$ cat config.mk
export PLATFORM = sky130hd
export DESIGN_NAME = msrv32_dmem_ctrl_flat
export DESIGN_NICKNAME = d
export VERILOG_FILES = /design/src/rtl/msrv32_dmem_ctrl_if.sv /design/src/rtl/msrv32_dmem_ctrl.sv /design/src/flat_wrapper.sv
export SDC_FILE = /design/constraint.sdc
export NUM_CORES = 1
export LEC_CHECK = 0
export BUFFER_PORTS_ARGS = -buffer_cell sky130_fd_sc_hd__buf_4
export CORE_MARGIN = 4
export CORE_UTILIZATION = 42
export DETAILED_ROUTE_END_ITERATION = 16
export PLACE_DENSITY = 0.76
export SLEW_MARGIN = 20
export SYNTH_ARGS = -nofsm -noshare
export SYNTH_HDL_FRONTEND = slang
export SYNTH_SLANG_ARGS = --single-unit
$ cat constraint.sdc
create_clock -name ms_riscv32_mp_clk_in -period 1.8 [get_ports ms_riscv32_mp_clk_in]
set_input_delay 0.09 -clock ms_riscv32_mp_clk_in [delete_from_list [all_inputs] [get_ports ms_riscv32_mp_clk_in]]
set_output_delay 0.09 -clock ms_riscv32_mp_clk_in [all_outputs]
set_load 0.02 [all_outputs]
$ cat src/rtl/msrv32_dmem_ctrl_if.sv
// Data-side bus between the memory access controller and the AHB-lite-style data port.
// The controller drives the address phase and the memory side returns hready, hresp and read data.
interface msrv32_dmem_ctrl_if;
  logic [31:0] ms_riscv32_mp_dmaddr_out;
  logic [31:0] ms_riscv32_mp_dmdata_out;
  logic [3:0]  ms_riscv32_mp_dmwr_mask_out;
  logic        ms_riscv32_mp_dmwr_req_out;
  logic        ms_riscv32_mp_dmrd_req_out;
  logic        ms_riscv32_mp_data_hready_in;
  logic        ms_riscv32_mp_data_hresp_in;
  logic [31:0] ms_riscv32_mp_dmdata_in;

  modport master (
    output ms_riscv32_mp_dmaddr_out,
    output ms_riscv32_mp_dmdata_out,
    output ms_riscv32_mp_dmwr_mask_out,
    output ms_riscv32_mp_dmwr_req_out,
    output ms_riscv32_mp_dmrd_req_out,
    input  ms_riscv32_mp_data_hready_in,
    input  ms_riscv32_mp_data_hresp_in,
    input  ms_riscv32_mp_dmdata_in
  );

  modport slave (
    input  ms_riscv32_mp_dmaddr_out,
    input  ms_riscv32_mp_dmdata_out,
    input  ms_riscv32_mp_dmwr_mask_out,
    input  ms_riscv32_mp_dmwr_req_out,
    input  ms_riscv32_mp_dmrd_req_out,
    output ms_riscv32_mp_data_hready_in,
    output ms_riscv32_mp_data_hresp_in,
    output ms_riscv32_mp_dmdata_in
  );
endinterface

$ cat src/rtl/msrv32_dmem_ctrl.sv
// Single-outstanding load/store controller: alignment check, pipelined bus access with wait
// states, and registered read data / response / attributes for the downstream load unit.
module msrv32_dmem_ctrl (
  input  logic                       ms_riscv32_mp_clk_in,
  input  logic                       ms_riscv32_mp_rst_in,
  input  logic                       req_valid_in,
  output logic                       req_ready_out,
  input  logic                       req_write_in,
  input  logic [31:0]                req_addr_in,
  input  logic [31:0]                req_wdata_in,
  input  logic [1:0]                 req_size_in,
  input  logic                       req_unsigned_in,
  msrv32_dmem_ctrl_if.master         dbus,
  output logic [31:0]                lu_dmdata_out,
  output logic                       lu_ahb_resp_out,
  output logic [1:0]                 lu_addr_1_to_0_out,
  output logic [1:0]                 lu_load_size_out,
  output logic                       lu_load_unsigned_out,
  output logic                       access_done_out,
  output logic                       misaligned_out,
  output logic                       stall_out
);

  typedef enum logic [2:0] {IDLE, ADDR, DATA, DONE, MISAL} state_t;

  state_t      state;
  logic        write_reg;
  logic        misaligned;
  logic [3:0]  fmt_mask;
  logic [31:0] fmt_wdata;

  // Lane formatting: store data is replicated across lanes, the strobes pick the target bytes.
  always_comb begin
    misaligned = 1'b0;
    fmt_mask   = 4'b1111;
    fmt_wdata  = req_wdata_in;
    case (req_size_in)
      2'b00: begin
        fmt_mask  = 4'b0001 << req_addr_in[1:0];
        fmt_wdata = {4{req_wdata_in[7:0]}};
      end
      2'b01: begin
        misaligned = req_addr_in[0];
        fmt_mask   = req_addr_in[1] ? 4'b1100 : 4'b0011;
        fmt_wdata  = {2{req_wdata_in[15:0]}};
      end
      default: begin
        misaligned = |req_addr_in[1:0];
      end
    endcase
    if (!req_write_in) fmt_mask = 4'b0000;
  end

  always_ff @(posedge ms_riscv32_mp_clk_in or negedge ms_riscv32_mp_rst_in) begin
    if (!ms_riscv32_mp_rst_in) begin
      state                            <= IDLE;
      write_reg                        <= 1'b0;
      req_ready_out                    <= 1'b1;
      stall_out                        <= 1'b0;
      access_done_out                  <= 1'b0;
      misaligned_out                   <= 1'b0;
      dbus.ms_riscv32_mp_dmaddr_out    <= 32'h0;
      dbus.ms_riscv32_mp_dmdata_out    <= 32'h0;
      dbus.ms_riscv32_mp_dmwr_mask_out <= 4'h0;
      dbus.ms_riscv32_mp_dmwr_req_out  <= 1'b0;
      dbus.ms_riscv32_mp_dmrd_req_out  <= 1'b0;
      lu_dmdata_out                    <= 32'h0;
      lu_ahb_resp_out                  <= 1'b0;
      lu_addr_1_to_0_out               <= 2'b00;
      lu_load_size_out                 <= 2'b00;
      lu_load_unsigned_out             <= 1'b0;
    end else begin
      case (state)
        IDLE: begin
          if (req_valid_in) begin
            write_reg            <= req_write_in;
            lu_addr_1_to_0_out   <= req_addr_in[1:0];
            lu_load_size_out     <= req_size_in;
            lu_load_unsigned_out <= req_unsigned_in;
            req_ready_out        <= 1'b0;
            stall_out            <= 1'b1;
            if (misaligned) begin
              // Rejected accesses never touch the bus.
              misaligned_out <= 1'b1;
              state          <= MISAL;
            end else begin
              dbus.ms_riscv32_mp_dmaddr_out    <= {req_addr_in[31:2], 2'b00};
              dbus.ms_riscv32_mp_dmdata_out    <= fmt_wdata;
              dbus.ms_riscv32_mp_dmwr_mask_out <= fmt_mask;
              dbus.ms_riscv32_mp_dmwr_req_out  <= req_write_in;
              dbus.ms_riscv32_mp_dmrd_req_out  <= !req_write_in;
              state                            <= ADDR;
            end
          end
        end
        ADDR: begin
          if (dbus.ms_riscv32_mp_data_hready_in) begin
            dbus.ms_riscv32_mp_dmwr_req_out <= 1'b0;
            dbus.ms_riscv32_mp_dmrd_req_out <= 1'b0;
            state                           <= DATA;
          end
        end
        DATA: begin
          if (dbus.ms_riscv32_mp_data_hready_in) begin
            if (!write_reg) lu_dmdata_out <= dbus.ms_riscv32_mp_dmdata_in;
            lu_ahb_resp_out <= dbus.ms_riscv32_mp_data_hresp_in;
            access_done_out <= 1'b1;
            state           <= DONE;
          end
        end
        DONE: begin
          access_done_out <= 1'b0;
          req_ready_out   <= 1'b1;
          stall_out       <= 1'b0;
          state           <= IDLE;
        end
        MISAL: begin
          misaligned_out <= 1'b0;
          req_ready_out  <= 1'b1;
          stall_out      <= 1'b0;
          state          <= IDLE;
        end
        default: begin
          state          <= IDLE;
          req_ready_out  <= 1'b1;
          stall_out      <= 1'b0;
        end
      endcase
    end
  end

endmodule

$ cat src/flat_wrapper.sv
// flat-port wrapper written by rule: the top's interface ports become plain ports
module msrv32_dmem_ctrl_flat 
  (ms_riscv32_mp_clk_in, ms_riscv32_mp_rst_in, req_valid_in, req_ready_out, req_write_in, req_addr_in, req_wdata_in, req_size_in, req_unsigned_in, lu_dmdata_out, lu_ahb_resp_out, lu_addr_1_to_0_out, lu_load_size_out, lu_load_unsigned_out, access_done_out, misaligned_out, stall_out, dbus_ms_riscv32_mp_dmaddr_out, dbus_ms_riscv32_mp_dmdata_out, dbus_ms_riscv32_mp_dmwr_mask_out, dbus_ms_riscv32_mp_dmwr_req_out, dbus_ms_riscv32_mp_dmrd_req_out, dbus_ms_riscv32_mp_data_hready_in, dbus_ms_riscv32_mp_data_hresp_in, dbus_ms_riscv32_mp_dmdata_in);
  msrv32_dmem_ctrl_if dbus_i ();
  input  logic ms_riscv32_mp_clk_in;
  input  logic ms_riscv32_mp_rst_in;
  input  logic req_valid_in;
  output logic req_ready_out;
  input  logic req_write_in;
  input  logic [31:0] req_addr_in;
  input  logic [31:0] req_wdata_in;
  input  logic [1:0] req_size_in;
  input  logic req_unsigned_in;
  output logic [31:0] lu_dmdata_out;
  output logic lu_ahb_resp_out;
  output logic [1:0] lu_addr_1_to_0_out;
  output logic [1:0] lu_load_size_out;
  output logic lu_load_unsigned_out;
  output logic access_done_out;
  output logic misaligned_out;
  output logic stall_out;
  output wire logic [$bits(dbus_i.ms_riscv32_mp_dmaddr_out)-1:0] dbus_ms_riscv32_mp_dmaddr_out;
  output wire logic [$bits(dbus_i.ms_riscv32_mp_dmdata_out)-1:0] dbus_ms_riscv32_mp_dmdata_out;
  output wire logic [$bits(dbus_i.ms_riscv32_mp_dmwr_mask_out)-1:0] dbus_ms_riscv32_mp_dmwr_mask_out;
  output wire logic [$bits(dbus_i.ms_riscv32_mp_dmwr_req_out)-1:0] dbus_ms_riscv32_mp_dmwr_req_out;
  output wire logic [$bits(dbus_i.ms_riscv32_mp_dmrd_req_out)-1:0] dbus_ms_riscv32_mp_dmrd_req_out;
  input wire logic [$bits(dbus_i.ms_riscv32_mp_data_hready_in)-1:0] dbus_ms_riscv32_mp_data_hready_in;
  input wire logic [$bits(dbus_i.ms_riscv32_mp_data_hresp_in)-1:0] dbus_ms_riscv32_mp_data_hresp_in;
  input wire logic [$bits(dbus_i.ms_riscv32_mp_dmdata_in)-1:0] dbus_ms_riscv32_mp_dmdata_in;
  assign dbus_ms_riscv32_mp_dmaddr_out = dbus_i.ms_riscv32_mp_dmaddr_out;
  assign dbus_ms_riscv32_mp_dmdata_out = dbus_i.ms_riscv32_mp_dmdata_out;
  assign dbus_ms_riscv32_mp_dmwr_mask_out = dbus_i.ms_riscv32_mp_dmwr_mask_out;
  assign dbus_ms_riscv32_mp_dmwr_req_out = dbus_i.ms_riscv32_mp_dmwr_req_out;
  assign dbus_ms_riscv32_mp_dmrd_req_out = dbus_i.ms_riscv32_mp_dmrd_req_out;
  assign dbus_i.ms_riscv32_mp_data_hready_in = dbus_ms_riscv32_mp_data_hready_in;
  assign dbus_i.ms_riscv32_mp_data_hresp_in = dbus_ms_riscv32_mp_data_hresp_in;
  assign dbus_i.ms_riscv32_mp_dmdata_in = dbus_ms_riscv32_mp_dmdata_in;
  msrv32_dmem_ctrl u_core (.ms_riscv32_mp_clk_in(ms_riscv32_mp_clk_in), .ms_riscv32_mp_rst_in(ms_riscv32_mp_rst_in), .req_valid_in(req_valid_in), .req_ready_out(req_ready_out), .req_write_in(req_write_in), .req_addr_in(req_addr_in), .req_wdata_in(req_wdata_in), .req_size_in(req_size_in), .req_unsigned_in(req_unsigned_in), .dbus(dbus_i), .lu_dmdata_out(lu_dmdata_out), .lu_ahb_resp_out(lu_ahb_resp_out), .lu_addr_1_to_0_out(lu_addr_1_to_0_out), .lu_load_size_out(lu_load_size_out), .lu_load_unsigned_out(lu_load_unsigned_out), .access_done_out(access_done_out), .misaligned_out(misaligned_out), .stall_out(stall_out));
endmodule
* Yosys cells after proc, flatten, opt, wreduce, memory -nomap -nowiden *
Cells that the tools add are included.

word-level totals
  input bits = 105
  register bits = 114
  output and inout bits = 112

cells by class
  mux-type cells = 26
  bitwise gates (word level) = 3
  reduce and logical (&&, ||, !) cells = 17
  equality and inequality tests = 10
  shift-type cells = 1

operators by type and width
  cell                                                    number
  one-hot mux 32 bit (2 select lines)                     1
  one-hot mux 1 bit (2 select lines)                      7
  2-to-1 mux 3 bit                                        4
  AND reduction 3 bit                                     4
  2-to-1 mux 1 bit                                        10
  one-hot mux 3 bit (3 select lines)                      1
  2-to-1 mux 4 bit                                        2
  inequality test 2 bit (second input constant)           4
  one-hot mux 4 bit (2 select lines)                      1
  AND reduction 2 bit                                     4
  == test 3 x 2 -> 1 bit (second input constant)          2
  nonzero test 2 bit                                      3
  AND reduction 4 bit                                     1
  OR reduction 2 bit                                      2
  << shifter 1 x 2 -> 4 bit (first input constant)        1
  == test 3 x 1 -> 1 bit (second input constant)          1
  == test 3 bit (second input constant)                   1
  zero test 3 bit                                         1
  NOT 1 bit                                               3
  == test 2 x 1 -> 1 bit (second input constant)          1
  zero test 2 bit                                         1
  inequality test 2 x 1 -> 1 bit (second input constant)  1
  zero test 1 bit                                         1

* Logic depth before layout (Yosys ltp) *
Gate-level depths: netlist (run 1).

  depth in word-level cells = 5
  depth in mapped cells = 7
  depth with buffers taken out = 4

* Worst setup path after synthesis (run 1) *
Ideal clock, no wire load.

  path kind = register -> register
  start = reg u_core.state[0]
  end = reg u_core.lu_dmdata_out[15]
  arrival = 1,763 ps
  required time = 1,675 ps
  period minus slack after synthesis = 1,888 ps
  path slack = -88 ps
  stages on the path, launching flop included = 8
  path buffers = 3
  library setup time = 125 ps
  cells stage by stage = dfrtp_1 buf_4 nand2b_1 nor3b_1 nor2b_1 clkbuf_1 buf_2 mux2_2

on the way
  cells in the longest elaborated chain, start to end = 2

ends and longest elaborated chain
  item                           line                     source
  start, declared                msrv32_dmem_ctrl.sv:26   state_t state;
  start signal, assigned         msrv32_dmem_ctrl.sv:56   state <= IDLE;
  start signal, assigned         msrv32_dmem_ctrl.sv:85   state <= MISAL;
  start signal, assigned         msrv32_dmem_ctrl.sv:92   state <= ADDR;
  == test 3 x 2 -> 1 bit         msrv32_dmem_ctrl.sv:73   case (state)
  AND reduction 3 bit (no line)  --
  end signal, assigned           msrv32_dmem_ctrl.sv:105  if (!write_reg) lu_dmdata_out <= dbus.ms_riscv32_mp_dmdata_in;
  end, declared                  msrv32_dmem_ctrl.sv:14   output logic [31:0] lu_dmdata_out,

Every way passes these cells.
A chain may end at the register's enable or synchronous reset.

* Final worst setup path (run 1) *
  start = reg u_core.state[0]
  end = reg u_core.dbus.ms_riscv32_mp_dmaddr_out[5]

on the way
  cells in the longest elaborated chain, start to end = 2

ends and longest elaborated chain
  item                           line                       source
  zero test 3 bit                msrv32_dmem_ctrl.sv:73
  AND reduction 3 bit (no line)  --
  end signal, assigned           msrv32_dmem_ctrl.sv:87     dbus.ms_riscv32_mp_dmaddr_out <= {req_addr_in[31:2], 2'b00};
  end, declared                  msrv32_dmem_ctrl_if.sv:14  output ms_riscv32_mp_dmaddr_out,

Every way passes these cells.

==> load_flow_metrics.sql, run 1 <==
INSERT INTO impl_metrics (metric_group, metric, value, unit) VALUES
('run_status', 'status', 'completed', ''),
('finish', 'finish.utilization', '0.749', ''),
('critical_path', 'cp-start-kind', 'flip-flop', ''),
('logic_synthesis', 'synth-main-ff-cell', 'sky130_fd_sc_hd__dfrtp_1', ''),
('logic_synthesis', 'number_of_synthesized_flops_with_an_enable_pin', '0', ''),
('sta', 'setup_slack', '0.0881', 'ns'),
('critical_path', 'crit_end', 'u_core.dbus.ms_riscv32_mp_dmaddr_out[5]$_DFFE_PN0P_', ''),
('critical_path', 'worstReg2RegStart', 'u_core.state[0]$_DFFE_PN0P_', ''),
('clock_tree', 'clock-sinks', '114', ''),
('finish', 'largest_registers', 'u_core.dbus.ms_riscv32_mp_dmdata_out (32), u_core.lu_dmdata_out (32), u_core.dbus.ms_riscv32_mp_dmaddr_out (30)', ''),
('floorplanning', 'rows', '38', ''),
('sta', 'report.final.hold_viol_count', '0', ''),
('critical_path', 'worstSetupEndpointType', 'flip-flop', ''),
('clock_tree', 'cts_max_level', '4', ''),
('place', 'port_buffers', '214', ''),
('place', 'place.detailed.hpwl', '9.12', 'mm'),
('logic_synthesis', 'synth_seq_cells', '114', ''),
('finish', 'multiInputGateArea', '1760', 'um2'),
('logic_synthesis', 'largest_family_of_logic_cells_by_synthesized_area', 'multiplexers', ''),
('logic_synthesis', 'post_synth_instance_area', '4730', 'um2'),
('floorplanning', 'effective_utilization_at_floorplan', '0.433', ''),
('critical_path', 'cp_top_family', 'simple AND/OR/NAND/NOR gates', ''),
('place', 'globalplace.congestion', '0.798', ''),
('grt', 'antenna_found_initial', '0', ''),
('logic_synthesis', 'async_sr_flop_fraction', '1.00', ''),
('finish', 'syn_to_final_growth', '72.9', '%'),
('floorplanning', 'die_h', '114', 'um'),
('power', 'vdd_drop_max', '1.16', 'mV'),
('critical_path', 'critical-path-max-stage-delay', '0.37', 'ns'),
('hold_path', 'hold-path-cell-count', '3', ''),
('sta', 'final-setup-viol-count', '0', ''),
('sta', 'max-slew-margin-rel', '0.588', ''),
('drt', 'drt_drc_violations_left', '0', ''),
('power', 'lkg_pwr', '3.99', 'nW'),
('clock_tree', 'clock_latency_late_sink', '0.41', 'ns'),
('critical_path', 'cp_num_buf_inv', '2', ''),
('critical_path', 'crit_fanout', '68', ''),
('logic_synthesis', 'synth_fa_ha_area_frac', '0', ''),
('finish', 'finalInstanceArea', '8190', 'um2'),
('logic_synthesis', 'muxShareOfSynthArea', '0.244', ''),
('flow_run', 'timing.max_cap.violations', '0', ''),
('floorplanning', 'pin_count', '217', ''),
('sta', 'setup_tns', '0', 'ns'),
('drt', 'first_iter_violations', '188', ''),
('finish', 'finish.net_count', '785', ''),
('grt', 'grt_remaining_overflow', '0', ''),
('critical_path', 'required', '2.09', 'ns'),
('sta', 'final.setup_skew', '0.0119', 'ns'),
('place', 'cells_after_dpl', '701', ''),
('grt', 'first_pass_grt_wire_length', '23.5', 'mm'),
('grt', 'vias_in_the_first_global_route', '4542', ''),
('logic_synthesis', 'synth_compound_area_frac', '0.0626', ''),
('logic_synthesis', 'ys_warn_count', '0', ''),
('finish', 'number_of_inserted_diodes', '0', ''),
('critical_path', 'path_depth', '5', ''),
('critical_path', 'crit_path_start', 'u_core.state[0]$_DFFE_PN0P_', ''),
('critical_path', 'critical_path.reg2reg.endpoint', 'u_core.dbus.ms_riscv32_mp_dmaddr_out[5]$_DFFE_PN0P_', ''),
('finish', 'fillers', '679', ''),
('clock_tree', 'post_cts.repair.setup_buffers', '0', ''),
('floorplanning', 'core_area', '10900', 'um2'),
('sta', 'period_utilization_post_route', '0.951', ''),
('place', 'dp_worst_setup_slack', '0.0433', 'ns'),
('hold_path', 'min_path_type', 'input port to flip-flop', ''),
('logic_synthesis', 'post_synth_main_area_contributors', 'sky130_fd_sc_hd__dfrtp_1 (60%), sky130_fd_sc_hd__mux2_2 (15%), sky130_fd_sc_hd__mux2i_1 (5.1%)', ''),
('grt', 'pin_count_of_the_biggest_net_entering_global_routing', '115', ''),
('critical_path', 'critical-path-slowest-cell', 'sky130_fd_sc_hd__dfrtp_1', ''),
('logic_synthesis', 'post_synth_xor_xnor_area', '0', ''),
('critical_path', 'crit_chain', 'buf_4 -> nor4b_4 -> nand3_4 -> buf_12 -> mux2_2', ''),
('place', 'dpl-instance-area', '6540', 'um2'),
('logic_synthesis', 'post_synth.cell_area_avg', '13.3', 'um2'),
('drt', 'routed_wirelength', '15.0', 'mm');
placed cells by master (no fill, tap or decap), types with 4 or more instances in the layout:
cell	netlist	final
sky130_fd_sc_hd__buf_4	3	222
sky130_fd_sc_hd__dfrtp_1	113	113
sky130_fd_sc_hd__dlygate4sd3_1	0	100
sky130_fd_sc_hd__mux2_2	63	63
sky130_fd_sc_hd__o21ai_0	32	32
sky130_fd_sc_hd__nand2_1	30	30
sky130_fd_sc_hd__mux2i_1	24	24
sky130_fd_sc_hd__clkbuf_16	0	17
sky130_fd_sc_hd__nor2_1	15	15
sky130_fd_sc_hd__a21oi_1	14	14
sky130_fd_sc_hd__mux2_4	13	13
sky130_fd_sc_hd__nand2b_1	4	4
sky130_fd_sc_hd__bufinv_16	0	4
sky130_fd_sc_hd__buf_12	0	4
layer usage:
| layer | share of wire | track usage | routed length, um | vias up |
|---|---|---|---|---|
| met5 | 0 | 0 | 0 | - |
| met1 | 0.37 | 0.262 | 5570 | 1989 |
| li1 | - | - | - | 1894 |
| met3 | 0.083 | 0.0740 | 1250 | 19 |
| met4 | 0.014 | 0.0800 | 203 | 0 |
| met2 | 0.53 | 0.419 | 7960 | 175 |
report_power, final:
| group | switching [mW] | internal [mW] |
|---|---|---|
| clock network | 1.17 | 2.39 |
| logic | 3.10 | 2.95 |
| registers | 0.784 | 3.83 |
| total | 5.06 | 9.17 |
synthesized netlist by cell type (2+ instances only):
library cell and number:
sky130_fd_sc_hd__buf_6 3, sky130_fd_sc_hd__buf_4 3, sky130_fd_sc_hd__mux2_2 63, sky130_fd_sc_hd__mux2_4 13
sky130_fd_sc_hd__buf_2 5, sky130_fd_sc_hd__nand3_1 2, sky130_fd_sc_hd__nand2b_1 4, sky130_fd_sc_hd__dfrtp_1 113
sky130_fd_sc_hd__nor2_1 15, sky130_fd_sc_hd__a21oi_1 14, sky130_fd_sc_hd__nand2_1 30, sky130_fd_sc_hd__a31oi_1 3
sky130_fd_sc_hd__o21ai_0 32, sky130_fd_sc_hd__nor2b_1 3, sky130_fd_sc_hd__inv_1 3, sky130_fd_sc_hd__mux2i_1 24
sky130_fd_sc_hd__o41ai_1 2, sky130_fd_sc_hd__clkbuf_1 11
tightest hold or removal path, stage by stage:
cell	delay [ns]
sky130_fd_sc_hd__buf_4	0.08
sky130_fd_sc_hd__mux2i_1	0.05
sky130_fd_sc_hd__o21ai_0	0.16
how the worst min path moves through the flow:
stage / endpoint / from / slack (ns)
after floorplan: u_core.access_done_out$_DFFE_PN0P_ / ms_riscv32_mp_rst_in / -0.21
after global placement: u_core.dbus.ms_riscv32_mp_dmaddr_out[30]$_DFFE_PN0P_ / ms_riscv32_mp_rst_in / 0.21
after detailed placement: u_core.dbus.ms_riscv32_mp_dmaddr_out[29]$_DFFE_PN0P_ / ms_riscv32_mp_rst_in / 0.22
after CTS: u_core.dbus.ms_riscv32_mp_dmdata_out[17]$_DFFE_PN0P_ / req_wdata_in[17] / 0.003
after global routing: u_core.dbus.ms_riscv32_mp_dmdata_out[17]$_DFFE_PN0P_ / req_wdata_in[17] / 0.01
final: u_core.dbus.ms_riscv32_mp_dmdata_out[17]$_DFFE_PN0P_ / req_wdata_in[17] / 0.01
cell type report:
cell class | instances | share of cell area
inverters | 3 | 0.00138
clock inverters | 13 | 0.0225
clock buffers | 19 | 0.0553
flip-flops and latches | 114 | 0.349
repair buffers | 326 | 0.336
multi-input cells | 218 | 0.215
well taps | 140 | 0.0214
cell families after synthesis:
logic type             after synthesis
and+or+nand+nor                     60
buffers and inverters               26
muxes                              101
AOI/OAI and AO/OA                   55
other                                1
DFF                                114
what timing repair did:
action | CTS | global route
endpoints found under the hold margin | 215 | 0
endpoints found under the setup margin | 0 | 32
hold buffers | 100 | 0
gates resized for setup | 0 | 1
No activity file was read; power rests on OpenSTA's default activity.
==> run 2, diff against run 1 <==
==> constraint.sdc (replaced) <==
create_clock -name ms_riscv32_mp_clk_in -period 1.8 [get_ports ms_riscv32_mp_clk_in]
set_input_delay 0.18 -clock ms_riscv32_mp_clk_in [delete_from_list [all_inputs] [get_ports ms_riscv32_mp_clk_in]]
set_output_delay 0.18 -clock ms_riscv32_mp_clk_in [all_outputs]
set_load 0.02 [all_outputs]
==> run 2 against run 1 <==
  * Clock-buffer cell count stayed put
  * Total power is 3.7% lower
  * Global-route usage is 3.2 points lower
  * Cell area is 7.8% lower
  * Clock skew decreased by 0.0019 ns
  * Worst hold slack improved by 0.0015 ns
  * Register-to-register slack better by 0.03 ns
  * Critical path depth stayed put
  * Maximum frequency rose by 1.6%
  * Sequential share of layout area rose by 2.9 points
  * Flip-flop and latch count is the same
==> load_flow_metrics.sql, run 2 (synthesis gave the netlist of run 1 again) <==
INSERT INTO impl_metrics (metric_group, metric, value, unit) VALUES
('critical_path', 'cp_num_buf_inv', '1', ''),
('power', 'lkg_pwr', '3.72', 'nW'),
('finish', 'finish.net_count', '727', ''),
('grt', 'first_pass_grt_wire_length', '20.5', 'mm'),
('floorplanning', 'horizontal_die_dimension', '114', 'um'),
('sta', 'setup_tns', '0', 'ns'),
('clock_tree', 'clock_tree_from_tritoncts', 'built', ''),
('drt', 'route.vias.total', '3797', ''),
('power', 'vdd_drop_max', '0.977', 'mV'),
('sta', 'final.setup_skew', '0.0100', 'ns'),
('critical_path', 'critical-path-max-stage-delay', '0.39', 'ns'),
('sta', 'final-max-slew-violation-count', '0', ''),
('clock_tree', 'clock_latency_late_sink', '0.41', 'ns'),
('critical_path', 'cp_top_family', 'simple AND/OR/NAND/NOR gates', ''),
('critical_path', 'required', '2.08', 'ns'),
('grt', 'use_met1', '0.242', ''),
('drt', 'first_iter_violations', '145', ''),
('floorplanning', 'die_h', '114', 'um'),
('critical_path', 'worst-setup-path-type', 'flip-flop to flip-flop', ''),
('floorplanning', 'core_area', '10900', 'um2'),
('power', 'power_density', '1820', 'nW/um2'),
('finish', 'drive_above_1_share', '0.543', ''),
('grt', 'grt_util_met2', '0.333', ''),
('clock_tree', 'clk_pin_slew_worst_paths', '0.05', 'ns'),
('finish', 'final_common_cell', 'sky130_fd_sc_hd__buf_4', ''),
('finish', 'mostFrequentLayoutCells', 'sky130_fd_sc_hd__buf_4 (226), sky130_fd_sc_hd__dfrtp_1 (113), sky130_fd_sc_hd__mux2_2 (63)', ''),
('finish', 'fillers', '781', ''),
('grt', 'top_usage_layer', 'met2', ''),
('clock_tree', 'clock_tree_root_driver_cell', 'sky130_fd_sc_hd__clkbuf_16', ''),
('drt', 'routed_wirelength', '12.8', 'mm'),
('floorplanning', 'die_footprint', '13000', 'um2'),
('grt', 'grt_remaining_overflow', '0', ''),
('place', 'globalplace.congestion', '0.833', ''),
('sta', 'timing.final.crit_period', '1.68', 'ns'),
('clock_tree', 'clock-sinks', '114', ''),
('grt', 'grt.total_usage', '0.202', ''),
('power', 'total_power', '13.7', 'mW'),
('grt', 'vias_in_the_first_global_route', '4037', ''),
('drt', 'wl_per_cell', '16.5', 'um'),
('sta', 'whs', '0.0162', 'ns'),
('critical_path', 'crit_fanout', '32', ''),
('sta', 'max_freq', '594', 'MHz'),
('sta', 'final-setup-viol-count', '0', ''),
('drt', 'detailedRoute.firstPassIterationCount', '4', ''),
('grt', 'antenna_found_initial', '0', ''),
('finish', 'largest_registers', 'u_core.dbus.ms_riscv32_mp_dmdata_out (32), u_core.lu_dmdata_out (32), u_core.dbus.ms_riscv32_mp_dmaddr_out (30)', ''),
('clock_tree', 'cts_made_buffers', '17', ''),
('drt', 'drt_drc_violations_left', '0', ''),
('floorplanning', 'effective_utilization_at_floorplan', '0.433', ''),
('run_status', 'status', 'completed', ''),
('finish', 'number_of_inserted_diodes', '0', ''),
('floorplanning', 'pin_count', '217', ''),
('finish', 'syn_to_final_growth', '59.5', '%'),
('drt', 'drt-vias-per-instance', '4.90', ''),
('critical_path', 'critical-path-slowest-cell', 'sky130_fd_sc_hd__dfrtp_1', ''),
('sta', 'report.final.hold_viol_count', '0', ''),
('finish', 'finish.utilization', '0.690', ''),
('grt', 'globalRouteMet3Util', '0.0745', ''),
('floorplanning', 'rows', '38', ''),
('clock_tree', 'cts_max_level', '4', ''),
('hold_path', 'min_path_type', 'input port to flip-flop', ''),
('flow_run', 'timing.max_cap.violations', '0', ''),
('place', 'place.detailed.hpwl', '9.43', 'mm'),
('drt', 'drtAntennaViolNets', '0', ''),
('place', 'port_buffers', '214', ''),
('critical_path', 'worstSetupEndpointType', 'flip-flop', ''),
('clock_tree', 'clk_path_buf_depth', '2', ''),
('critical_path', 'crit_chain', 'nand2b_1 -> nor3b_2 -> nor2b_2 -> buf_12 -> mux2_2', ''),
('critical_path', 'cp-start-kind', 'flip-flop', ''),
('sta', 'rsz0062_at_grt', 'no', ''),
('grt', 'pin_count_of_the_biggest_net_entering_global_routing', '50', ''),
('sta', 'period_utilization_post_route', '0.936', ''),
('critical_path', 'arrival', '1.96', 'ns'),
('clock_tree', 'post_cts.repair.setup_buffers', '0', '');
-- run 2: cell count changes in the layout (fill, tap and decap cells not counted) --
cell / previous run / this run
sky130_fd_sc_hd__buf_4: 222 / 226
sky130_fd_sc_hd__buf_6: 0 / 1
sky130_fd_sc_hd__bufinv_16: 4 / 2
sky130_fd_sc_hd__clkinv_2: 3 / 4
sky130_fd_sc_hd__clkinvlp_4: 3 / 4
sky130_fd_sc_hd__dlygate4sd3_1: 100 / 37
sky130_fd_sc_hd__o21ai_0: 32 / 31
sky130_fd_sc_hd__o21ai_1: 0 / 1
-- run 2: final cells by class --
| type | instances | area [um2] | share of cell area |
|---|---|---|---|
| multi-input cells | 218 | 1760 | 0.233 |
| well taps | 140 | 175 | 0.0232 |
| repair buffers | 268 | 2160 | 0.286 |
| clock buffers | 19 | 453 | 0.0600 |
| clock inverters | 13 | 136 | 0.0181 |
| inverters | 3 | 11.3 | 0.00149 |
| flip-flops and latches | 114 | 2850 | 0.378 |
-- run 2: worst paths after layout --
kind                                                                      from                                                    to  slack, ns  cells past startpoint
max in group asynchronous                                 ms_riscv32_mp_rst_in  u_core.dbus.ms_riscv32_mp_dmaddr_out[16]$_DFFE_PN0P_       0.89                      3
min reg2reg                u_core.dbus.ms_riscv32_mp_dmdata_out[8]$_DFFE_PN0P_   u_core.dbus.ms_riscv32_mp_dmdata_out[8]$_DFFE_PN0P_       0.48                      2
min in group asynchronous                                 ms_riscv32_mp_rst_in  u_core.dbus.ms_riscv32_mp_dmaddr_out[28]$_DFFE_PN0P_       0.29                      2
max                                                u_core.state[0]$_DFFE_PN0P_                  u_core.lu_dmdata_out[12]$_DFFE_PN0P_       0.12                      5
max reg2reg                                        u_core.state[0]$_DFFE_PN0P_                  u_core.lu_dmdata_out[12]$_DFFE_PN0P_       0.12                      5
min                                                            req_addr_in[10]  u_core.dbus.ms_riscv32_mp_dmaddr_out[10]$_DFFE_PN0P_       0.02                      2
-- run 2: metal layers --
metal / up-vias / wire [um]
met2: 176 / 6290
met5: - / 0
met4: 0 / 229
li1: 1779 / -
met1: 1819 / 5060
met3: 23 / 1220
-- run 2: metrics by stage --
step                      std cells  cell area, um2  worst slack [ns]
after floorplan                 358            4750           -0.0501
after global placement          706            6580             0.127
after detailed placement        706            6580            0.0651
after CTS                       773            7520            0.0472
after global routing            775            7550            0.0197
final                           775            7550             0.116
-- run 2: report_power, final --
group	switching (mW)	internal [mW]
registers	0.749	3.83
logic	2.98	2.88
clock network	1.16	2.10
total	4.89	8.81
-- run 2: timing repair --
action | 4_1_cts | 5_1_grt
hold buffers | 35 | 2
hold endpoints to repair | 63 | 2
gates resized for setup | 0 | 3
endpoints found under the setup margin | 0 | 35
==> run 3, diff against run 2 <==
--- a/config.mk
+++ b/config.mk
@@ -5,11 +5,14 @@
 export SDC_FILE = /design/constraint.sdc
 export NUM_CORES = 1
 export LEC_CHECK = 0
+export ABC_AREA = 1
+export ABC_CLOCK_PERIOD_IN_PS = 1800
 export BUFFER_PORTS_ARGS = -buffer_cell sky130_fd_sc_hd__buf_4
 export CORE_MARGIN = 4
-export CORE_UTILIZATION = 42
+export CORE_UTILIZATION = 43
+export CTS_CLUSTER_DIAMETER = 40
 export DETAILED_ROUTE_END_ITERATION = 16
-export PLACE_DENSITY = 0.76
+export PLACE_DENSITY = 0.77
 export SLEW_MARGIN = 20
 export SYNTH_ARGS = -nofsm -noshare
 export SYNTH_HDL_FRONTEND = slang
==> run 3 against run 2 <==
  * Maximum frequency rose by 2.3%
  * Utilization grew 0.51 points
  * Critical path depth rose by 3
  * Routed wire length increased by 13%
  * Combinational power shrank 6.5%
  * First-iteration DRC count increased by 69%
  * Clock-buffer cell count did not move
  * Clock power increased by 8.6%
  * Critical path type unchanged
  * Largest power group unchanged
==> load_flow_metrics.sql, run 3 <==
INSERT INTO impl_metrics (metric_group, metric, value, unit) VALUES
('run_status', 'status', 'completed', ''),
('power', 'internal_power_component', '8.35', 'mW'),
('sta', 'final-setup-viol-count', '0', ''),
('critical_path', 'crit_fanout', '42', ''),
('critical_path', 'arrival', '1.99', 'ns'),
('logic_synthesis', 'post_synth.cell_area_avg', '8.15', 'um2'),
('drt', 'routed_wirelength', '14.5', 'mm'),
('sta', 'timing_worst_slew_pin_value', '0.814', 'ns'),
('sta', 'period_utilization_post_route', '0.915', ''),
('finish', 'finalInstanceArea', '7600', 'um2'),
('grt', 'grt.total_usage', '0.229', ''),
('logic_synthesis', 'ys_warn_count', '0', ''),
('clock_tree', 'clk_pin_slew_worst_paths', '0.06', 'ns'),
('logic_synthesis', 'number_of_synthesized_flops_with_an_enable_pin', '0', ''),
('logic_synthesis', 'synth-main-ff-cell', 'sky130_fd_sc_hd__dfrtp_1', ''),
('drt', 'drt_drc_violations_left', '0', ''),
('grt', 'first_pass_grt_wire_length', '23.6', 'mm'),
('power', 'vdd_drop_max', '0.958', 'mV'),
('floorplanning', 'effective_utilization_at_floorplan', '0.445', ''),
('finish', 'largest_registers', 'u_core.dbus.ms_riscv32_mp_dmdata_out (32), u_core.lu_dmdata_out (32), u_core.dbus.ms_riscv32_mp_dmaddr_out (30)', ''),
('power', 'pwr-share-comb', '0.406', ''),
('critical_path', 'cp-start-kind', 'flip-flop', ''),
('logic_synthesis', 'post-synth-top-count-cell', 'sky130_fd_sc_hd__nand2_1', ''),
('place', 'globalplace.congestion', '0.868', ''),
('clock_tree', 'clock_tree_root_driver_cell', 'sky130_fd_sc_hd__clkbuf_16', ''),
('power', 'total_power', '13.5', 'mW'),
('logic_synthesis', 'netlist_top_cells_count', 'sky130_fd_sc_hd__nand2_1 (318), sky130_fd_sc_hd__dfrtp_1 (113), sky130_fd_sc_hd__o21ai_0 (52), sky130_fd_sc_hd__inv_1 (48), sky130_fd_sc_hd__nand3_1 (16)', ''),
('logic_synthesis', 'synth_seq_cells', '114', ''),
('critical_path', 'critical-path-slowest-cell', 'sky130_fd_sc_hd__dfrtp_1', ''),
('finish', 'syn_to_final_growth', '56.4', '%'),
('grt', 'antenna_found_initial', '0', ''),
('drt', 'route.vias.total', '4855', ''),
('critical_path', 'required', '2.14', 'ns'),
('clock_tree', 'cts_max_level', '4', ''),
('critical_path', 'crit_chain', 'inv_2 -> nand2_1 -> nor2_2 -> nand2_2 -> nor2_4 -> buf_4 -> nand2_1 -> nand2_1', ''),
('floorplanning', 'rows', '38', ''),
('logic_synthesis', 'netlist-cell-type-count', '21', ''),
('logic_synthesis', 'seq_area_frac_synth', '0.587', ''),
('floorplanning', 'die_footprint', '13100', 'um2'),
('flow_run', 'timing.max_cap.violations', '0', ''),
('finish', 'finish.utilization', '0.695', ''),
('sta', 'timing.final.crit_period', '1.65', 'ns'),
('place', 'dpl-instance-area', '6590', 'um2'),
('floorplanning', 'die_h', '114', 'um'),
('place', 'port_buffers', '214', ''),
('floorplanning', 'pin_count', '217', ''),
('grt', 'pin_count_of_the_biggest_net_entering_global_routing', '65', ''),
('place', 'place.detailed.hpwl', '10.2', 'mm'),
('logic_synthesis', 'synthDominantAreaCellType', 'sky130_fd_sc_hd__dfrtp_1', ''),
('critical_path', 'worstSetupEndpointType', 'flip-flop', ''),
('clock_tree', 'quantity_of_gates_resized_following_cts', '0', ''),
('sta', 'report.final.hold_viol_count', '0', ''),
('hold_path', 'min_path_type', 'input port to flip-flop', ''),
('finish', 'fillers', '864', ''),
('clock_tree', 'post_cts.repair.setup_buffers', '0', ''),
('drt', 'wl_per_cell', '14.4', 'um'),
('sta', 'final-max-slew-violation-count', '0', ''),
('power', 'power_density', '1770', 'nW/um2'),
('sta', 'final.setup_skew', '0.00416', 'ns'),
('clock_tree', 'clock_tree_from_tritoncts', 'built', ''),
('sta', 'rsz0062_at_grt', 'no', ''),
('logic_synthesis', 'synthesis.instances', '597', ''),
('clock_tree', 'clock-sinks', '114', ''),
('sta', 'max-slew-margin-rel', '0.456', ''),
('sta', 'max_freq', '607', 'MHz'),
('floorplanning', 'horizontal_die_dimension', '114', 'um'),
('grt', 'vias_in_the_first_global_route', '4909', ''),
('drt', 'first_iter_violations', '245', ''),
('grt', 'grt_remaining_overflow', '0', ''),
('logic_synthesis', 'post_synth_instance_area', '4860', 'um2'),
('clock_tree', 'cts_hold_repair.buffers', '39', ''),
('logic_synthesis', 'synth_top_area_frac', '0.581', ''),
('finish', 'final_common_cell', 'sky130_fd_sc_hd__nand2_1', ''),
('logic_synthesis', 'post_synth_main_area_contributors', 'sky130_fd_sc_hd__dfrtp_1 (58%), sky130_fd_sc_hd__nand2_1 (25%), sky130_fd_sc_hd__o21ai_0 (5.4%)', ''),
('power', 'total_switching_power', '5.14', 'mW'),
('finish', 'mostFrequentLayoutCells', 'sky130_fd_sc_hd__nand2_1 (318), sky130_fd_sc_hd__buf_4 (220), sky130_fd_sc_hd__dfrtp_1 (113)', ''),
('sta', 'setup_tns', '0', 'ns'),
('finish', 'layout.area.seq', '2850', 'um2'),
('clock_tree', 'clk_path_buf_depth', '2', ''),
('clock_tree', 'clock_latency_late_sink', '0.41', 'ns'),
('critical_path', 'worst_path_most_repeated_cell', 'sky130_fd_sc_hd__nand2_1', ''),
('drt', 'detailedRoute.firstPassIterationCount', '5', ''),
('logic_synthesis', 'async_sr_flop_fraction', '1.00', ''),
('floorplanning', 'core_area', '10900', 'um2'),
('power', 'power.sequential.fraction', '0.331', ''),
('critical_path', 'worst-setup-path-type', 'flip-flop to flip-flop', ''),
('finish', 'finish.net_count', '957', ''),
('critical_path', 'critical-path-max-stage-delay', '0.43', 'ns'),
('finish', 'number_of_inserted_diodes', '0', ''),
('power', 'lkg_pwr', '4.31', 'nW'),
('clock_tree', 'cts_made_buffers', '17', ''),
('finish', 'drive_above_1_share', '0.304', ''),
('drt', 'drt-vias-per-instance', '4.83', ''),
('power', 'sw_frac_of_total', '0.381', ''),
('drt', 'drtAntennaViolNets', '0', ''),
('finish', 'multiInputGateArea', '1630', 'um2'),
('power', 'power.clock.fraction', '0.262', '');
-- run 3: cell type report --
type	instances	share of cell area
sequential	114	0.375
timing repair buffer	263	0.279
multi-input combinational	404	0.214
clock buffer	19	0.0582
inverter	52	0.0260
clock inverter	13	0.0244
tap	140	0.0230
-- run 3: power groups by stage --
stage / logic, mW / registers (mW) / clock network [mW]
2_1_floorplan: 1.48 / 5.81 / 0
3_3_place_gp: 5.32 / 4.43 / 0
3_5_place_dp: 5.44 / 4.48 / 0
4_1_cts: 5.53 / 4.46 / 3.61
5_1_grt: 5.96 / 4.61 / 3.73
6_report: 5.48 / 4.47 / 3.54
-- run 3: worst paths after layout --
kind / to / from / slack, ns / cells past startpoint
worst max-delay path: u_core.dbus.ms_riscv32_mp_dmaddr_out[5]$_DFFE_PN0P_ / u_core.state[1]$_DFFE_PN0P_ / 0.15 / 8
min in group asynchronous: u_core.lu_dmdata_out[20]$_DFFE_PN0P_ / ms_riscv32_mp_rst_in / 0.29 / 2
max in group asynchronous: u_core.dbus.ms_riscv32_mp_dmdata_out[12]$_DFFE_PN0P_ / ms_riscv32_mp_rst_in / 0.93 / 3
worst max register to register: u_core.dbus.ms_riscv32_mp_dmaddr_out[5]$_DFFE_PN0P_ / u_core.state[1]$_DFFE_PN0P_ / 0.15 / 8
worst min register to register: u_core.dbus.ms_riscv32_mp_dmaddr_out[17]$_DFFE_PN0P_ / u_core.dbus.ms_riscv32_mp_dmaddr_out[17]$_DFFE_PN0P_ / 0.47 / 2
worst min-delay path: u_core.dbus.ms_riscv32_mp_dmaddr_out[25]$_DFFE_PN0P_ / req_addr_in[25] / 0.01 / 3
-- run 3: cell families after synthesis --
logic type      synth area share
simple gates               0.274
flops                      0.587
buf+inv                   0.0792
compound gates            0.0589
other cells             0.000771
-- run 3: layer usage --
metal,wire (um),global-route usage,part of all wire,up-vias
li1,-,-,-,2332
met1,5620,0.271,0.39,2251
met2,6980,0.384,0.48,240
met3,1570,0.0809,0.11,32
met4,336,0.0863,0.023,0
met5,0,0,0,-
-- run 3: stage by stage --
step / hold slack, ns / std cells / worst slack [ns]
final: 0.0108 / 1005 / 0.153
after global routing: 0.0000341 / 1005 / 0.0151
after CTS: 0.0000699 / 1005 / 0.175
after detailed placement: 0.175 / 934 / 0.188
after global placement: 0.173 / 934 / 0.273
after floorplan: -0.116 / 598 / 0.423
-- run 3: worst max-delay path, delay by kind of cell (launching register included) --
kind                   cells  cell delay, ns
flip-flops                 1            0.43
buffers and inverters      2            0.48
AND/OR/NAND/NOR            6            0.67
